### src/rtl/ram_dma_pkg.sv
// Shared constants and types for the RAM fill/dump sequencer.
package ram_dma_pkg;

  localparam int unsigned DEF_DATA_W = 16;
  localparam int unsigned DEF_ADDR_W = 12;

  localparam logic MODE_FILL = 1'b0;
  localparam logic MODE_DUMP = 1'b1;

  typedef enum logic [2:0] {
    IDLE,
    FILL,
    DUMP,
    DRAIN,
    DONE
  } state_e;

endpackage

### src/rtl/ram_dma_skid.sv
// Two-entry FIFO that absorbs the RAM read latency on the dump path.
// The head entry is always held in d0_q, so the output is a plain register.
module ram_dma_skid
#(
  parameter int unsigned W = 16
) (
  input  logic         clk,
  input  logic         reset,
  input  logic         push_i,
  input  logic [W-1:0] din_i,
  input  logic         pop_i,
  output logic [W-1:0] head_o,
  output logic [1:0]   count_o
);

  logic [W-1:0] d0_q, d0_d;
  logic [W-1:0] d1_q, d1_d;
  logic [1:0]   cnt_q, cnt_d;

  // Next-state for the two slots; pop shifts slot 1 into the head.
  always_comb begin
    d0_d  = d0_q;
    d1_d  = d1_q;
    cnt_d = cnt_q;
    unique case ({push_i, pop_i})
      2'b10: begin
        if (cnt_q == 2'd0) begin
          d0_d = din_i;
        end else begin
          d1_d = din_i;
        end
        cnt_d = cnt_q + 2'd1;
      end
      2'b01: begin
        d0_d  = d1_q;
        cnt_d = cnt_q - 2'd1;
      end
      2'b11: begin
        if (cnt_q == 2'd1) begin
          d0_d = din_i;
        end else begin
          d0_d = d1_q;
          d1_d = din_i;
        end
      end
      default: begin
      end
    endcase
  end

  // Slot and occupancy registers.
  always_ff @(posedge clk or posedge reset) begin
    if (reset) begin
      d0_q  <= '0;
      d1_q  <= '0;
      cnt_q <= 2'd0;
    end else begin
      d0_q  <= d0_d;
      d1_q  <= d1_d;
      cnt_q <= cnt_d;
    end
  end

  assign head_o  = d0_q;
  assign count_o = cnt_q;

endmodule

### src/rtl/ram_dma.sv
// Fill/dump sequencer in front of a sync-write, 1-cycle-read RAM.
// FILL streams a valid/ready source into consecutive addresses; DUMP reads
// consecutive addresses out to a valid/ready sink through a 2-entry skid.
// Optional macro RAM_DMA_CHECKSUM_EN adds a running 16-bit sum of moved words.
module ram_dma
  import ram_dma_pkg::*;
#(
  parameter int unsigned DATA_W = DEF_DATA_W,
  parameter int unsigned ADDR_W = DEF_ADDR_W
) (
  input  logic              clk,
  input  logic              reset,
  input  logic              start,
  input  logic              mode,
  input  logic [ADDR_W-1:0] base_addr,
  input  logic [ADDR_W:0]   count,
  output logic              busy,
  output logic              done,
`ifdef RAM_DMA_CHECKSUM_EN
  output logic [DATA_W-1:0] checksum,
`endif
  input  logic [DATA_W-1:0] s_data,
  input  logic              s_valid,
  output logic              s_ready,
  output logic [DATA_W-1:0] m_data,
  output logic              m_valid,
  input  logic              m_ready,
  output logic [DATA_W-1:0] ram_in,
  output logic [ADDR_W-1:0] ram_address,
  output logic              ram_load,
  input  logic [DATA_W-1:0] ram_out
);

  localparam int unsigned CNT_W = ADDR_W + 1;
  localparam logic [CNT_W-1:0] MAX_CNT = CNT_W'(1) << ADDR_W;

  state_e            state_q, state_d;
  logic [ADDR_W-1:0] addr_q, addr_d;
  logic [CNT_W-1:0]  count_q, count_d;
  logic [CNT_W-1:0]  idx_q, idx_d;
  logic              pend_q, pend_d;

  logic [CNT_W-1:0]  count_clamp_c;
  logic              start_acc_c;
  logic              fill_hs_c;
  logic              pop_c;
  logic              issue_c;
  logic              last_c;
  logic [2:0]        occ_c;
  logic [1:0]        skid_cnt;

  // Dump-path buffer: captures ram_out the cycle after a read is issued.
  ram_dma_skid #(
    .W(DATA_W)
  ) u_skid (
    .clk    (clk),
    .reset  (reset),
    .push_i (pend_q),
    .din_i  (ram_out),
    .pop_i  (pop_c),
    .head_o (m_data),
    .count_o(skid_cnt)
  );

  // Handshakes, read-issue credit and port decode.
  always_comb begin
    count_clamp_c = (count > MAX_CNT) ? MAX_CNT : count;
    start_acc_c   = (state_q == IDLE) && start;
    s_ready       = (state_q == FILL);
    fill_hs_c     = s_valid && s_ready;
    ram_load      = fill_hs_c;
    ram_in        = s_data;
    ram_address   = addr_q;
    busy          = (state_q != IDLE);
    done          = (state_q == DONE);
    m_valid       = (skid_cnt != 2'd0);
    pop_c         = m_valid && m_ready;
    // A pop this cycle frees a slot in time for the read issued now.
    occ_c         = 3'(skid_cnt) + 3'(pend_q) - 3'(pop_c);
    last_c        = (idx_q == (count_q - CNT_W'(1)));
    issue_c       = (state_q == DUMP) && (occ_c < 3'd2) && (idx_q < count_q);
  end

  // Next-state logic for the transfer FSM and its address/index counters.
  always_comb begin
    state_d = state_q;
    addr_d  = addr_q;
    count_d = count_q;
    idx_d   = idx_q;
    pend_d  = issue_c;
    unique case (state_q)
      IDLE: begin
        if (start_acc_c) begin
          count_d = count_clamp_c;
          addr_d  = base_addr;
          idx_d   = '0;
          if (count_clamp_c == '0) begin
            state_d = DONE;
          end else if (mode == MODE_DUMP) begin
            state_d = DUMP;
          end else begin
            state_d = FILL;
          end
        end
      end
      FILL: begin
        if (fill_hs_c) begin
          addr_d = addr_q + ADDR_W'(1);
          idx_d  = idx_q + CNT_W'(1);
          if (last_c) begin
            state_d = DONE;
          end
        end
      end
      DUMP: begin
        if (issue_c) begin
          addr_d = addr_q + ADDR_W'(1);
          idx_d  = idx_q + CNT_W'(1);
          if (last_c) begin
            state_d = DRAIN;
          end
        end
      end
      DRAIN: begin
        if ((skid_cnt == 2'd0) && !pend_q) begin
          state_d = DONE;
        end
      end
      DONE: begin
        state_d = IDLE;
      end
      default: begin
        state_d = IDLE;
      end
    endcase
  end

  // FSM state and counter registers.
  always_ff @(posedge clk or posedge reset) begin
    if (reset) begin
      state_q <= IDLE;
      addr_q  <= '0;
      count_q <= '0;
      idx_q   <= '0;
      pend_q  <= 1'b0;
    end else begin
      state_q <= state_d;
      addr_q  <= addr_d;
      count_q <= count_d;
      idx_q   <= idx_d;
      pend_q  <= pend_d;
    end
  end

`ifdef RAM_DMA_CHECKSUM_EN
  logic [DATA_W-1:0] csum_q, csum_d;

  // Running sum of words moved; cleared when a transfer is accepted.
  always_comb begin
    csum_d = csum_q;
    if (start_acc_c) begin
      csum_d = '0;
    end else if (fill_hs_c) begin
      csum_d = csum_q + s_data;
    end else if (pop_c) begin
      csum_d = csum_q + m_data;
    end
  end

  // Checksum register.
  always_ff @(posedge clk or posedge reset) begin
    if (reset) begin
      csum_q <= '0;
    end else begin
      csum_q <= csum_d;
    end
  end

  assign checksum = csum_q;
`endif

endmodule
### config.mk
export PLATFORM = sky130hd
export DESIGN_NAME = ram_dma
export DESIGN_NICKNAME = d
export VERILOG_FILES = /design/src/rtl/ram_dma_pkg.sv /design/src/rtl/ram_dma_skid.sv /design/src/rtl/ram_dma.sv
export SDC_FILE = /design/constraint.sdc
export NUM_CORES = 1
export LEC_CHECK = 0
export ABC_AREA = 1
export BUFFER_PORTS_ARGS = -buffer_cell sky130_fd_sc_hd__buf_2
export CORE_MARGIN = 4
export CORE_UTILIZATION = 25
export CTS_CLUSTER_DIAMETER = 40
export DETAILED_ROUTE_END_ITERATION = 8
export PLACE_DENSITY = 0.54
export SLEW_MARGIN = 25
export SYNTH_ARGS = -nofsm -noshare
export SYNTH_HDL_FRONTEND = slang
export SYNTH_SLANG_ARGS = --single-unit
export TNS_END_PERCENT = 5
### constraint.sdc
create_clock -name clk -period 3.3 [get_ports clk]
set_input_delay 0.495 -clock clk [delete_from_list [all_inputs] [get_ports clk]]
set_output_delay 0.495 -clock clk [all_outputs]
set_load 0.1 [all_outputs]
==> results.sh, run 1 <==
export IMPL_outcome="complete, no violations"
export IMPL_most_common_layout_cells="nand2_1 (120), buf_2 (79), dfrtp_1 (75)"
export IMPL_worst_setup_path_type="reg2reg"
export IMPL_multiInputGateArea_sq_um=2529
export IMPL_grt_max_degree=53
export IMPL_die_x_microns=148.1
export IMPL_place_hpwl_mm=9.650
export IMPL_num_vias=4186
export IMPL_tritoncts="done"
export IMPL_viasPerCell=4.444
export IMPL_path_clk_slew_ps=60
export IMPL_start_util_pct=25.81
export IMPL_synth_warnings=0
export IMPL_drc=0
export IMPL_max_slew_margin_pct=55.22
export IMPL_postSynthCellCount=608
export IMPL_register_area_sq_um=1903
export IMPL_cts_buffers=9
export IMPL_avgRoutedWirePerCell_microns=13.70
export IMPL_critPathMaxFanout=6
export IMPL_gr_total_overflow=0
export IMPL_setup_viol=0
export IMPL_setup_worst_path_end_class="flop"
export IMPL_worst_pin_slew_ps=671.8
export IMPL_placed_cell_area_sq_um=5507
export IMPL_io_pins=112
export IMPL_wl_mm=12.91
export IMPL_rsz0062_at_grt="yes"
export IMPL_hold_class="in2async"
export IMPL_fin_nets=763
export IMPL_critPathLaunchType="flop"
export IMPL_crit_required_ps=3530
export IMPL_diodes=0
export IMPL_final_common_cell="nand2_1"
export IMPL_grt_antenna_before_repair=1
export IMPL_gp_congestion=0.7988
export IMPL_die_area_sq_um=21940
export IMPL_first_global_vias=4183
export IMPL_cp_arrival_ps=3270
export IMPL_h_tree_depth=3
export IMPL_netlist_area_sq_um=4908
export IMPL_drv_cap=0
export IMPL_drt_iter0_drc=228
export IMPL_coreArea_sq_um=19020
export IMPL_utilization_pct=30.76
export IMPL_maxSlewViolCount=0
export IMPL_fillers=2085
export IMPL_clock_latency_ps=350
export IMPL_dp_slack_ps=157.2
export IMPL_hold_viol_final=0
export IMPL_cts_root_buffer="clkbuf_16"
export IMPL_post_route_cell_area_sq_um=5849
export IMPL_io_buffers=79
export IMPL_grt_pass1_wl_mm=21.38
export IMPL_fin_skew_ps=5.303
export IMPL_period_minus_slack_ps=3044
export IMPL_grt_use_total_pct=12.06
export IMPL_synth_seq_area_share_pct=38.75
export IMPL_fin_crit_sh_pct=92.25
export IMPL_finalSetupTns_ps=0
export IMPL_synth_cell_types=39
export IMPL_die_h_microns=148.1
export IMPL_drive_gt1_share_pct=24.34
export IMPL_drt_pass1_iterations=5
export IMPL_area_delta_synth_final_pct=19.17
export IMPL_ys_ff_latch=76
export IMPL_cts_buffer_depth=2
export IMPL_fp_row_count=50
export IMPL_fmax_mhz=328.5
export IMPL_syn_nets=694
export IMPL_clock_sinks=76
export IMPL_setup_ws_ps=255.8
export IMPL_ant_nets=0
export IMPL_syn_area_per_cell_sq_um=8.073
-- metrics by stage --
stage          instances  hold slack, ps
2_1_floorplan        608           435.6
5_1_grt              942           307.3
3_3_place_gp         922           454.7
4_1_cts              938           360.4
6_report             942           251.4
3_5_place_dp         922           453.8
-- final cells by class --
class | instances | share of cell area, %
flip-flops and latches | 76 | 32.53
repair buffers | 92 | 8.706
well taps | 260 | 5.561
clock buffers | 9 | 3.850
multi-input cells | 426 | 43.23
inverters | 72 | 4.727
clock inverters | 7 | 1.390
-- sequential cells by signal, summed over array words and instances (netlist names) --
signal,cells
count_q,13
idx_q,13
pend_q,1
ram_address,12
state_q,3
u_skid.count_o,2
u_skid.d1_q,16
u_skid.head_o,16
-- cells by family (layout without fill, tap and decap cells) --
family | count (synthesis) | count (layout) | synth area share (%)
compound gates | 92 | 92 | 11.45
flops | 76 | 76 | 38.75
fa+ha+maj | 23 | 23 | 6.016
simple gates | 268 | 268 | 24.80
xor+xnor | 29 | 29 | 5.455
mux | 14 | 14 | 3.212
buf+inv | 106 | 180 | 10.32
-- synth_stat cells, drive strengths merged --
| library cell | n | area [sq um] |
|---|---|---|
| nand2 | 125 | 484.2 |
| dfrtp | 76 | 1902 |
| inv | 72 | 270.3 |
| nor2 | 60 | 260.2 |
| nand3 | 54 | 285.3 |
| o21ai | 48 | 244.0 |
| buf | 27 | 210.2 |
| ha | 22 | 275.3 |
| xor2 | 21 | 183.9 |
| a31oi | 19 | 118.9 |
| mux2 | 14 | 157.7 |
| o22ai | 12 | 106.4 |
| nor3 | 10 | 65.06 |
| nand4 | 9 | 56.30 |
| a21oi | 8 | 51.30 |
| clkbuf | 7 | 26.28 |
| xnor2 | 7 | 61.31 |
| nor4 | 5 | 31.28 |
| nand3b | 3 | 22.52 |
| o211ai | 3 | 22.52 |
| or2 | 2 | 12.51 |
| a21bo | 1 | 10.01 |
| fa | 1 | 20.02 |
| o221ai | 1 | 8.760 |
| xnor3 | 1 | 22.52 |
-- worst max-delay path: stages, from the launching register on --
cell and delay [ps]:
dfrtp_1 410, inv_2 100, ha_4 150, clkinvlp_4 100, nand2_2 100, inv_1 70, ha_1 260, or2_2 300
fa_1 380, xnor2_1 160, nand2_1 60, nor2_1 110, nand3_2 120, a21oi_4 260, buf_4 170, inv_2 60
nand2_1 60, nand2_1 50
-- final timing paths --
kind | start | to | slack, ps | depth (start not counted)
setup / recovery | u_skid.count_o[0]$_DFFE_PP0P_ | ram_address[2]$_DFFE_PP0P_ | 260 | 17
hold / removal | reset | ram_address[8]$_DFFE_PP0P_ | 250 | 2
setup reg to reg | u_skid.count_o[0]$_DFFE_PP0P_ | ram_address[2]$_DFFE_PP0P_ | 260 | 17
hold reg to reg | u_skid.d1_q[13]$_DFFE_PP0P_ | u_skid.d1_q[13]$_DFFE_PP0P_ | 490 | 2
max in group asynchronous | reset | count_q[9]$_DFFE_PP0P_ | 2380 | 3
min in group clk | ram_out[1] | u_skid.d1_q[1]$_DFFE_PP0P_ | 390 | 2
-- timing repair --
item                       4_1_cts  5_1_grt
hold buffers                     0        0
setup endpoints to repair        0       21
buffers inserted                 0        4
gates resized for setup          0        2
-- metal layers --
layer | global-route usage, % | up-vias | part of all wire, %
met1 | 15.65 | 1960 | 46
li1 | - | 2139 | -
met3 | 3.778 | 12 | 5.6
met5 | 0 | - | 0.054
met2 | 19.46 | 73 | 47
met4 | 3.372 | 2 | 1.1
Power of run 1 is left out: the tool's default activity adds up to more than one toggle a clock period on the data nets, which glitch-free logic cannot reach.
==> inputs of run 2 (changes only) <==
--- a/config.mk
+++ b/config.mk
@@ -6,7 +6,7 @@
 export NUM_CORES = 1
 export LEC_CHECK = 0
 export ABC_AREA = 1
-export BUFFER_PORTS_ARGS = -buffer_cell sky130_fd_sc_hd__buf_2
+export BUFFER_PORTS_ARGS = -buffer_cell sky130_fd_sc_hd__clkbuf_2
 export CORE_MARGIN = 4
 export CORE_UTILIZATION = 25
 export CTS_CLUSTER_DIAMETER = 40
==> constraint.sdc (replaced) <==
create_clock -name clk -period 3.75 [get_ports clk]
set_input_delay 0.5625 -clock clk [delete_from_list [all_inputs] [get_ports clk]]
set_output_delay 0.5625 -clock clk [all_outputs]
set_load 0.1 [all_outputs]
==> run 2 against run 1 <==
Net effect: flip-flop and latch count unchanged; fmax down 6.0%; die area unchanged; routed wire length down 3.6%; critical path depth unchanged; register-to-register slack better by 250 ps; clock skew up 0.73 ps; global-route usage down 0.27 points; largest cell class unchanged.
==> results.sh, run 2 (synthesis results as in run 1) <==
export IMPL_diodes=0
export IMPL_worst_pin_slew_ps=792.2
export IMPL_most_common_layout_cells="nand2_1 (121), clkbuf_2 (79), dfrtp_1 (76)"
export IMPL_maxSlewViolCount=0
export IMPL_wl_mm=12.44
export IMPL_worst_setup_path_type="reg2reg"
export IMPL_grt_max_degree=46
export IMPL_clock_latency_ps=350
export IMPL_reg2regPathDepth=17
export IMPL_fmax_mhz=308.6
export IMPL_avgRoutedWirePerCell_microns=13.32
export IMPL_path_clk_slew_ps=60
export IMPL_drc=0
export IMPL_cp_arrival_ps=3470
export IMPL_cts_root_buffer="clkbuf_16"
export IMPL_tritoncts="done"
export IMPL_drt_iter0_drc=184
export IMPL_max_slew_margin_pct=47.13
export IMPL_rsz0062_at_grt="no"
export IMPL_area_delta_synth_final_pct=17.33
export IMPL_gp_congestion=0.7842
export IMPL_place_hpwl_mm=9.397
export IMPL_cp_startpoint="u_skid.count_o[1]$_DFFE_PP0P_"
export IMPL_num_vias=4138
export IMPL_outcome="complete, no violations"
export IMPL_h_tree_depth=3
export IMPL_fp_row_count=50
export IMPL_setup_worst_path_end_class="flop"
export IMPL_ctsResizeCount=0
export IMPL_period_minus_slack_ps=3240
export IMPL_critPathLaunchType="flop"
export IMPL_viasPerCell=4.430
export IMPL_coreArea_sq_um=19020
export IMPL_die_h_microns=148.1
export IMPL_gr_total_overflow=0
export IMPL_first_global_vias=4133
export IMPL_cts_setup_buffers=0
export IMPL_hold_viol_final=0
export IMPL_cts_buffers=9
export IMPL_die_x_microns=148.1
export IMPL_reg2reg_from="u_skid.count_o[1]$_DFFE_PP0P_"
export IMPL_drv_cap=0
export IMPL_critPathMaxFanout=45
export IMPL_clock_sinks=76
export IMPL_drt_pass1_iterations=4
export IMPL_grt_antenna_before_repair=0
export IMPL_io_pins=112
export IMPL_drive_gt1_share_pct=22.11
export IMPL_rr_endpoint="ram_address[0]$_DFFE_PP0P_"
export IMPL_cts_buffer_depth=2
export IMPL_crit_path_end="ram_address[0]$_DFFE_PP0P_"
export IMPL_io_buffers=79
export IMPL_regToRegSetupSlack_ps=510
export IMPL_fin_nets=755
export IMPL_ant_nets=0
export IMPL_grt_use_total_pct=11.78
export IMPL_grt_pass1_wl_mm=21.18
export IMPL_die_area_sq_um=21940
export IMPL_final_common_cell="nand2_1"
export IMPL_setup_viol=0
export IMPL_fin_skew_ps=6.030
export IMPL_start_util_pct=25.81
export IMPL_crit_required_ps=3980
export IMPL_hold_class="in2async"
export IMPL_ctsHoldBuffers=0
export IMPL_fin_crit_sh_pct=86.41
export IMPL_finalSetupTns_ps=0
[run 2: worst min path at each step]
stage                                      startpoint                           to  slack (ps)
after floorplan           u_skid.d1_q[13]$_DFFE_PP0P_  u_skid.d1_q[13]$_DFFE_PP0P_         440
final                                           reset   ram_address[5]$_DFFE_PP0P_         320
after global placement    u_skid.d1_q[14]$_DFFE_PP0P_  u_skid.d1_q[14]$_DFFE_PP0P_         460
after global routing                            reset   u_skid.d1_q[6]$_DFFE_PP0P_         390
after detailed placement  u_skid.d1_q[14]$_DFFE_PP0P_  u_skid.d1_q[14]$_DFFE_PP0P_         460
after CTS                                       reset   u_skid.d1_q[2]$_DFFE_PP0P_         350
[run 2: cell type report]
| type | count | area [sq um] |
|---|---|---|
| clock buffer | 9 | 225.2 |
| clock inverter | 7 | 83.83 |
| fill | 2060 | 13260 |
| inverter | 72 | 271.5 |
| multi-input combinational | 426 | 2506 |
| sequential | 76 | 1902 |
| tap | 260 | 325.3 |
| timing repair buffer | 84 | 445.4 |
[run 2: layer usage]
layer  share of wire [%]  global-route usage [%]
met3                 5.1                   3.260
met1                  46                   14.92
met4                 1.0                   3.834
met5                   0                       0
met2                  48                   19.53
[run 2: stage by stage]
| stage | area, sq um | worst slack, ps | cells | hold slack, ps | util (%) |
|---|---|---|---|---|---|
| after floorplan | 4911 | 159.5 | 608 | 435.6 | - |
| after global placement | 5450 | 587.8 | 918 | 458.1 | 28.66 |
| after detailed placement | 5450 | 484.2 | 918 | 460.4 | 28.66 |
| after CTS | 5759 | 470.7 | 934 | 349.1 | 30.28 |
| after global routing | 5759 | 195.1 | 934 | 386.1 | 30.28 |
| final | 5759 | 509.7 | 934 | 324.5 | 30.28 |
[run 2: worst max-delay path, stage by stage (launching register included)]
cell and delay, ps:
dfrtp_1 420, inv_1 80, ha_1 210, inv_1 110, nand2_1 120, inv_1 110, ha_1 220, or2_2 300
fa_1 380, xnor2_1 160, nand2_1 70, nor2_1 90, nand3_1 170, a21oi_4 180, buf_12 220, inv_1 150
nand2_1 80, nand2_1 50
Power of run 2 is left out for the same reason.
==> inputs of run 3 (changes only) <==
--- a/config.mk
+++ b/config.mk
@@ -5,13 +5,12 @@
 export SDC_FILE = /design/constraint.sdc
 export NUM_CORES = 1
 export LEC_CHECK = 0
-export ABC_AREA = 1
 export BUFFER_PORTS_ARGS = -buffer_cell sky130_fd_sc_hd__clkbuf_2
 export CORE_MARGIN = 4
 export CORE_UTILIZATION = 25
 export CTS_CLUSTER_DIAMETER = 40
 export DETAILED_ROUTE_END_ITERATION = 8
-export PLACE_DENSITY = 0.54
+export PLACE_DENSITY = 0.55
 export SLEW_MARGIN = 25
 export SYNTH_ARGS = -nofsm -noshare
 export SYNTH_HDL_FRONTEND = slang
==> run 3 against run 2 <==
Net effect: global-route usage is 0.061 points lower; register-to-register slack worse by 140 ps; sequential share of layout area is 1.8 points higher; largest cell class unchanged.
==> results.sh, run 3 <==
export IMPL_outcome="complete, no violations"
export IMPL_h_tree_depth=3
export IMPL_hold_viol_final=0
export IMPL_maxSlewViolCount=0
export IMPL_io_buffers=79
export IMPL_grt_use_total_pct=11.72
export IMPL_die_h_microns=143.1
export IMPL_final_common_cell="clkbuf_2"
export IMPL_fin_crit_sh_pct=90.24
export IMPL_period_minus_slack_ps=3384
export IMPL_worst_setup_path_type="reg2reg"
export IMPL_place_hpwl_mm=8.645
export IMPL_register_area_sq_um=1902
export IMPL_synth_seq_area_share_pct=41.68
export IMPL_synth_cell_types=58
export IMPL_diodes=0
export IMPL_fmax_mhz=295.5
export IMPL_cp_arrival_ps=3610
export IMPL_viasPerCell=4.818
export IMPL_ys_ff_latch=76
export IMPL_multiInputGateArea_sq_um=2377
export IMPL_postSynthCellCount=498
export IMPL_placed_cell_area_sq_um=5111
export IMPL_clock_sinks=76
export IMPL_fin_nets=642
export IMPL_cts_setup_buffers=0
export IMPL_grt_antenna_before_repair=0
export IMPL_synth_top_cell_by_area="dfrtp_1"
export IMPL_rsz0062_at_grt="no"
export IMPL_hold_ws_ps=291.2
export IMPL_gr_usage_met1_pct=15.04
export IMPL_top_usage_layer="met2"
export IMPL_drt_pass1_iterations=4
export IMPL_drive_gt1_share_pct=24.24
export IMPL_start_util_pct=25.40
export IMPL_coreArea_sq_um=17960
export IMPL_path_clk_slew_ps=60
export IMPL_die_area_sq_um=20480
export IMPL_clock_latency_ps=340
export IMPL_syn_nets=584
export IMPL_post_route_cell_area_sq_um=5454
export IMPL_ctsHoldBuffers=0
export IMPL_fp_row_count=49
export IMPL_cts_root_buffer="clkbuf_16"
export IMPL_critPathLaunchType="flop"
export IMPL_synth_warnings=0
export IMPL_tritoncts="done"
export IMPL_synth_most_common_cell="dfrtp_1"
export IMPL_synth_top_area_share_pct=41.68
export IMPL_cts_buffer_depth=2
export IMPL_grt_pass1_wl_mm=19.27
export IMPL_fillers=1860
export IMPL_setup_worst_path_end_class="flop"
export IMPL_regToRegSetupSlack_ps=370
export IMPL_max_slew_margin_pct=45.02
export IMPL_synthTopCellsByArea="dfrtp_1 (42%), ha_1 (6.0%), o21ai_1 (4.4%)"
export IMPL_ys_top_cells_by_count="dfrtp_1 (76), nand2_1 (53), o21ai_1 (40)"
export IMPL_worst_pin_slew_ps=821.7
export IMPL_grt_met3_usage_pct=2.478
export IMPL_critPathMaxFanout=4
export IMPL_cts_buffers=9
export IMPL_synth_main_ff_cell="dfrtp_1"
export IMPL_utilization_pct=30.36
export IMPL_drt_iter0_drc=199
export IMPL_crit_required_ps=3970
export IMPL_reg2regPathDepth=14
export IMPL_syn_area_per_cell_sq_um=9.163
export IMPL_drv_cap=0
export IMPL_ant_nets=0
export IMPL_drc=0
export IMPL_avgRoutedWirePerCell_microns=14.88
export IMPL_synth_async_reset_ratio_pct=100.0
export IMPL_hold_class="in2async"
export IMPL_first_global_vias=3783
export IMPL_met2_usage_pct=19.44
export IMPL_most_common_layout_cells="clkbuf_2 (79), dfrtp_1 (76), nand2_1 (53)"
export IMPL_io_pins=112
export IMPL_gr_total_overflow=0
export IMPL_ctsResizeCount=0
export IMPL_die_x_microns=143.1
export IMPL_wl_mm=11.75
export IMPL_area_delta_synth_final_pct=19.52
export IMPL_fin_skew_ps=5.892
export IMPL_num_vias=3806
export IMPL_grt_max_degree=77
export IMPL_netlist_area_sq_um=4563
export IMPL_setup_viol=0
export IMPL_synth_edf_count=0
export IMPL_gp_congestion=0.7749
[run 3: per-stage QoR]
step,std cells,setup TNS (ps),setup WS [ps]
4_1_cts,790,0,317.5
6_report,790,0,365.9
3_3_place_gp,774,0,409.1
2_1_floorplan,498,-59.02,-59.02
3_5_place_dp,774,0,338.1
5_1_grt,790,0,91.00
[run 3: logic make-up after synthesis]
group / synth area share [%]
compound gates: 18.43
xor+xnor: 4.031
fa+ha+maj: 6.471
buf+inv: 6.882
flops: 41.68
mux: 4.963
simple gates: 17.55
[run 3: layout make-up]
cell class                 instances  area share [%]
timing repair buffer              87           8.580
tap                              229           5.254
clock inverter                     7           1.789
inverter                          26           1.789
sequential                        76           34.87
multi-input combinational        356           43.59
clock buffer                       9           4.129
[run 3: worst paths after layout]
path | endpoint | startpoint
setup / recovery | state_q[0]$_DFFE_PP0P_ | u_skid.count_o[1]$_DFFE_PP0P_
hold / removal | u_skid.d1_q[3]$_DFFE_PP0P_ | reset
setup reg to reg | state_q[0]$_DFFE_PP0P_ | u_skid.count_o[1]$_DFFE_PP0P_
hold reg to reg | u_skid.head_o[14]$_DFFE_PP0P_ | u_skid.head_o[14]$_DFFE_PP0P_
max in group asynchronous | count_q[0]$_DFFE_PP0P_ | reset
min in group clk | ram_address[0]$_DFFE_PP0P_ | base_addr[0]
[run 3: critical path, stage by stage, from the launching register on]
cell and delay, ps:
dfrtp_1 420, inv_1 90, ha_1 240, inv_1 90
nand2_1 70, inv_1 130, ha_1 240, nand2b_1 150
fa_1 370, xor2_1 170, a2111oi_4 450, nand2_1 160
a32oi_1 240, a221oi_2 90, mux2_1 340
[run 3: layer usage]
metal | routed length [microns] | share of wire [%]
met2 | 5843 | 50
met4 | 214 | 1.8
met5 | 0 | 0
met1 | 5204 | 44
met3 | 492 | 4.2
Power of run 3 is left out for the same reason.
